==> config.mk <==
export PLATFORM = sky130hd
export DESIGN_NAME = uart_rx
export DESIGN_NICKNAME = d
export VERILOG_FILES = /design/src/rtl/uart_pkg.sv /design/src/rtl/sync_2ff.sv /design/src/rtl/uart_rx.sv
export SDC_FILE = /design/constraint.sdc
export NUM_CORES = 1
export LEC_CHECK = 0
export ABC_AREA = 1
export CAP_MARGIN = 20
export CORE_MARGIN = 1
export CORE_UTILIZATION = 40
export DETAILED_ROUTE_END_ITERATION = 6
export GPL_TIMING_DRIVEN = 1
export HOLD_SLACK_MARGIN = 0.03
export PLACE_DENSITY = 0.58
export SLEW_MARGIN = 10
export SYNTH_ARGS = -nofsm -noshare
export SYNTH_HDL_FRONTEND = slang
export SYNTH_SLANG_ARGS = --single-unit
==> constraint.sdc <==
create_clock -name clk -period 2.1 [get_ports clk]
set_input_delay 0.315 -clock clk [delete_from_list [all_inputs] [get_ports clk]]
set_output_delay 0.315 -clock clk [all_outputs]
set_load 0.05 [all_outputs]
==> src/rtl/uart_pkg.sv <==
// Shared UART definitions: FSM state encoding, oversampling constants and
// default frame parameters used by both receiver and (future) transmitter.
package uart_pkg;

    // Receiver/transmitter frame phases
    typedef enum logic [1:0] {
        IDLE  = 2'd0,
        START = 2'd1,
        DATA  = 2'd2,
        STOP  = 2'd3
    } uart_state_e;

    // Sample ticks per bit and the sample index of the bit centre
    localparam int OVERSAMPLE = 16;
    localparam int MID_SAMPLE = 7;

    // Default frame format: 8 data bits, 1 stop bit (16 sample ticks)
    localparam int DBIT_DEFAULT    = 8;
    localparam int SB_TICK_DEFAULT = 16;

endpackage

==> src/rtl/sync_2ff.sv <==
// Two-flop synchronizer for a single asynchronous bit. Both flops reset to
// INIT so that an idle-high line does not look like a falling edge after reset.
module sync_2ff #(
    parameter logic INIT = 1'b1
) (
    input  logic clk,
    input  logic reset,
    input  logic d,
    output logic q
);

    logic meta_q;
    logic meta_d;
    logic sync_q;
    logic sync_d;

    // Next values of the synchronizer chain: shift the input through two stages
    always_comb begin
        meta_d = d;
        sync_d = meta_q;
    end

    // Synchronizer flops with synchronous reset to INIT
    always_ff @(posedge clk) begin
        if (reset) begin
            meta_q <= INIT;
            sync_q <= INIT;
        end else begin
            meta_q <= meta_d;
            sync_q <= sync_d;
        end
    end

    assign q = sync_q;

endmodule

==> src/rtl/uart_rx.sv <==
// UART receiver with 16x oversampling. s_tick is a clock enable from the baud
// tick generator. Each bit is sampled at its centre; the completed word is
// presented with a one-cycle strobe and a framing-error flag, all registered.
module uart_rx
    import uart_pkg::*;
#(
    parameter int DBIT    = DBIT_DEFAULT,
    parameter int SB_TICK = SB_TICK_DEFAULT
) (
    input  logic            clk,
    input  logic            reset,
    input  logic            s_tick,
    input  logic            rx,
    output logic [DBIT-1:0] dout,
    output logic            rx_done_tick,
    output logic            frame_err,
    output logic            busy
);

    // Counter compare points, sized to the counters they are compared against
    localparam logic [4:0] S_MID  = 5'(MID_SAMPLE);
    localparam logic [4:0] S_BIT  = 5'(OVERSAMPLE - 1);
    localparam logic [4:0] S_STOP = 5'(SB_TICK - 1);
    localparam logic [2:0] N_LAST = 3'(DBIT - 1);

    logic rx_s;

    uart_state_e     state_q, state_d;
    logic [4:0]      s_q, s_d;
    logic [2:0]      n_q, n_d;
    logic [DBIT-1:0] b_q, b_d;
    logic            armed_q, armed_d;
    logic [DBIT-1:0] dout_q, dout_d;
    logic            done_q, done_d;
    logic            ferr_q, ferr_d;
    logic            busy_q, busy_d;

    sync_2ff #(
        .INIT (1'b1)
    ) u_rx_sync (
        .clk   (clk),
        .reset (reset),
        .d     (rx),
        .q     (rx_s)
    );

    // Frame FSM: next state, counters, shift register and registered outputs
    always_comb begin
        state_d = state_q;
        s_d     = s_q;
        n_d     = n_q;
        b_d     = b_q;
        armed_d = armed_q;
        dout_d  = dout_q;
        done_d  = 1'b0;
        ferr_d  = ferr_q;

        case (state_q)
            IDLE: begin
                // After a framing error the line must go high again before
                // a low level is trusted as a start bit (break rejection).
                if (!armed_q) begin
                    if (rx_s) begin
                        armed_d = 1'b1;
                    end else begin
                        armed_d = 1'b0;
                    end
                end else if (!rx_s) begin
                    state_d = START;
                    s_d     = 5'd0;
                end else begin
                    state_d = IDLE;
                end
            end

            START: begin
                if (s_tick) begin
                    if (s_q == S_MID) begin
                        if (!rx_s) begin
                            state_d = DATA;
                            s_d     = 5'd0;
                            n_d     = 3'd0;
                        end else begin
                            // Line back high at mid start bit: a glitch
                            state_d = IDLE;
                        end
                    end else begin
                        s_d = s_q + 5'd1;
                    end
                end else begin
                    s_d = s_q;
                end
            end

            DATA: begin
                if (s_tick) begin
                    if (s_q == S_BIT) begin
                        b_d = {rx_s, b_q[DBIT-1:1]};
                        s_d = 5'd0;
                        if (n_q == N_LAST) begin
                            state_d = STOP;
                        end else begin
                            n_d = n_q + 3'd1;
                        end
                    end else begin
                        s_d = s_q + 5'd1;
                    end
                end else begin
                    s_d = s_q;
                end
            end

            STOP: begin
                if (s_tick) begin
                    if (s_q == S_STOP) begin
                        state_d = IDLE;
                        dout_d  = b_q;
                        ferr_d  = ~rx_s;
                        done_d  = 1'b1;
                        if (!rx_s) begin
                            armed_d = 1'b0;
                        end else begin
                            armed_d = armed_q;
                        end
                    end else begin
                        s_d = s_q + 5'd1;
                    end
                end else begin
                    s_d = s_q;
                end
            end

            default: begin
                state_d = IDLE;
                s_d     = 5'd0;
                n_d     = 3'd0;
            end
        endcase

        // busy is registered so it falls in the same cycle as the strobe
        busy_d = (state_d != IDLE);
    end

    // State and datapath registers with synchronous reset
    always_ff @(posedge clk) begin
        if (reset) begin
            state_q <= IDLE;
            s_q     <= 5'd0;
            n_q     <= 3'd0;
            b_q     <= '0;
            armed_q <= 1'b1;
            dout_q  <= '0;
            done_q  <= 1'b0;
            ferr_q  <= 1'b0;
            busy_q  <= 1'b0;
        end else begin
            state_q <= state_d;
            s_q     <= s_d;
            n_q     <= n_d;
            b_q     <= b_d;
            armed_q <= armed_d;
            dout_q  <= dout_d;
            done_q  <= done_d;
            ferr_q  <= ferr_d;
            busy_q  <= busy_d;
        end
    end

    assign dout         = dout_q;
    assign rx_done_tick = done_q;
    assign frame_err    = ferr_q;
    assign busy         = busy_q;

endmodule

==> metrics.cfg <==
[worst_setup_path]
max_stage_delay_ps=370
rr_endpoint=n_q[2]
slowest_stage=dfxtp_1
ff2ff_path_depth=12
crit_path_end_kind=register
critPathLaunchType=register
crit_top_cell=nand2_1
crit_chain=ha_1 -> nand2_1 -> nor2_1 -> ha_1 -> inv_1 -> nor2_1 -> nand2_1 -> nand2_2 -> nand4_2 -> nand2_1 -> nand2_1 -> nor2_1
required_ps=2320
cp_max_fo=5
cp.arrival_ps=1970
ff2ff_setup_slack_ps=350
crit_type=reg -> reg
r2r_start=s_q[0]

[route]
wl_per_cell_um=11.3
vias_per_cell=4.72
drc=0
first_iter_violations=70
routed_wl_um=3210
first_pass_iters=4
antenna_left=0
route.vias.total=1336

[sta]
worst_pin_slew_ps=503
period_share=0.834
maxSlewHeadroom=0.664
rsz0062_at_grt=false
slew_viol_final=0
skew_ps=3.07
setup_viol=0
holdWs_ps=408
finalCriticalPeriod_ps=1750
hold_viol=0
finalSetupTns_ps=0
layout_setup_ws_ps=348
fmax_mhz=571

[logic_synthesis]
ys_seq_area_frac=0.426
yosys.area.top_type=dfxtp_1
async_flop_share=0
syn_inst=215
netlist_area_mm2=0.00150
synth_top_area_share=0.426
synthTopCellsByCount=nor2_1 (48), nand2_1 (42), dfxtp_1 (32)
yosysWarnings=0
synth_flop_cell=dfxtp_1
syn_nets=225
synth.area.top_cells=dfxtp_1 (43%), nor2_1 (12%), nand2_1 (10%)
synth_enable_flop_cells=0
avgSynthCellArea_um2=7.00
yosysMostFrequentCell=nor2_1
ys_seq_elements=32
synth_cell_type_count=24

[placement]
io_buffers=14
dpl.hpwl_um=2340
place_inst=275
place_area_mm2=0.00171
dp_slack_ps=376
place.gp.congestion=0.852

[min_path]
hold_end=u_rx_sync.q
hold_class=reg -> reg
min-delay-start=u_rx_sync.meta_q
whs_path_depth=1

[cts]
h-tree-depth=2
cts.path.max_buffers=2
clock_sinks=32
clock-root-buffer=clkbuf_8
insertion_delay_ps=280
cts_setup_buffers=0
cts_tree=done
cts_resized=0
cts_inserted_buffers=5
worst_setup_hold_path_clk_slew_ps=70
cts_hold_buf=0

[pwr]
total_power_mw=1.16
p_per_area_mw_per_mm2=642
clkPwrFrac=0.420
pwr-share-comb=0.048
p_sw_mw=0.264
switching_share=0.228
p_leak_nw=0.862
internal_power_mw=0.892
pwr-share-seq=0.532
ir_drop_v=0.000421

[finish]
final_nets=246
final_core_util=0.519
insertedDiodeCount=0
syn2layout_area_growth_pct=19.7
final_area_mm2=0.00180
nFillCells=375
stdcell_count=283
drive_gt1_frac=0.118

[die]
die_height_um=63.3
coreArea_mm2=0.00347
io_pins=15
rows=21
die_x_um=63.3
start_util=0.434
dieArea_mm2=0.00401

[global_routing]
antenna_found_initial=0
overflow=0
grt_pass1_vias=1251
grt_max_degree=26
track_usage=0.180
grt_pass1_wl_um=5490

[job]
cap_violations=0

[status]
status=completed

## cell families (layout without fill, tap and decap cells)
| kind of cell | Yosys count | count (layout) | share of synthesized area |
|---|---|---|---|
| adders and majority gates | 6 | 6 | 0.0499 |
| DFF | 32 | 32 | 0.426 |
| and+or+nand+nor | 120 | 120 | 0.349 |
| buffers and inverters | 29 | 51 | 0.0790 |
| AOI/OAI and AO/OA | 28 | 28 | 0.0957 |
## worst max-delay path by stage
stage / start / endpoint / slack (ps)
finish: s_q[0] / n_q[2] / 350
global route: s_q[0] / n_q[1] / 120
CTS: frame_err / frame_err / 340
detailed placement: s_q[0] / n_q[2] / 380
global placement: s_tick / s_q[0] / 400
floorplan: s_q[0] / s_q[3] / 580
## worst max-delay path, delay by kind of cell, from the launching register on
family                     cells  cell delay [ps]
adders and majority gates      2              410
buffers and inverters          1               70
DFF                            1              370
and+or+nand+nor                9              840
## sequential cells by signal, summed over array words and instances (netlist names)
| register | flops |
|---|---|
| u_rx_sync.meta_q | 1 |
| u_rx_sync.q | 1 |
| busy | 1 |
| n_q | 3 |
| state_q | 2 |
| dout | 8 |
| frame_err | 1 |
| s_q | 5 |
| armed_q | 1 |
| b_q | 8 |
| rx_done_tick | 1 |
## power groups by stage
stage                     logic, mW  clock network [mW]  registers (mW)
after floorplan              0.0317                   0           0.630
after global placement       0.0543                   0           0.628
after detailed placement     0.0548                   0           0.628
after CTS                    0.0552               0.504           0.614
after global routing         0.0624               0.523           0.615
final                        0.0551               0.486           0.615
## final cells by class
cell class	instances	area [µm²]	area share
clock buffers	6	82.6	0.0459
clock inverters	2	10.0	0.00556
inverters	26	103	0.0570
multi-input cells	154	744	0.413
flip-flops and latches	32	641	0.356
well taps	46	57.6	0.0320
repair buffers	17	163	0.0903
## cells in the final DEF, fill, tap and decap left out
master,n
clkbuf_8,6
a32oi_1,1
nand2_4,1
buf_4,3
dfxtp_1,32
or2_0,1
clkdlybuf4s50_1,14
nand2_1,42
nand4_2,1
nor2_2,2
inv_1,22
or2_2,3
inv_2,3
nand4_1,1
inv_6,1
nand3b_1,1
nor2_4,1
nand2_2,5
nand3_1,13
nor3_1,1
nor2_1,48
ha_1,6
clkinv_2,2
a21oi_1,6
o21ai_0,21
## routing by layer
metal | GRT usage | routed length, µm | vias up
met5 | 0 | 0 | -
met4 | 0.0824 | 51 | 0
met3 | 0.0616 | 119 | 4
met2 | 0.290 | 1500 | 18
met1 | 0.213 | 1530 | 600
li1 | - | - | 714
Power figures use the tool's default switching activity.
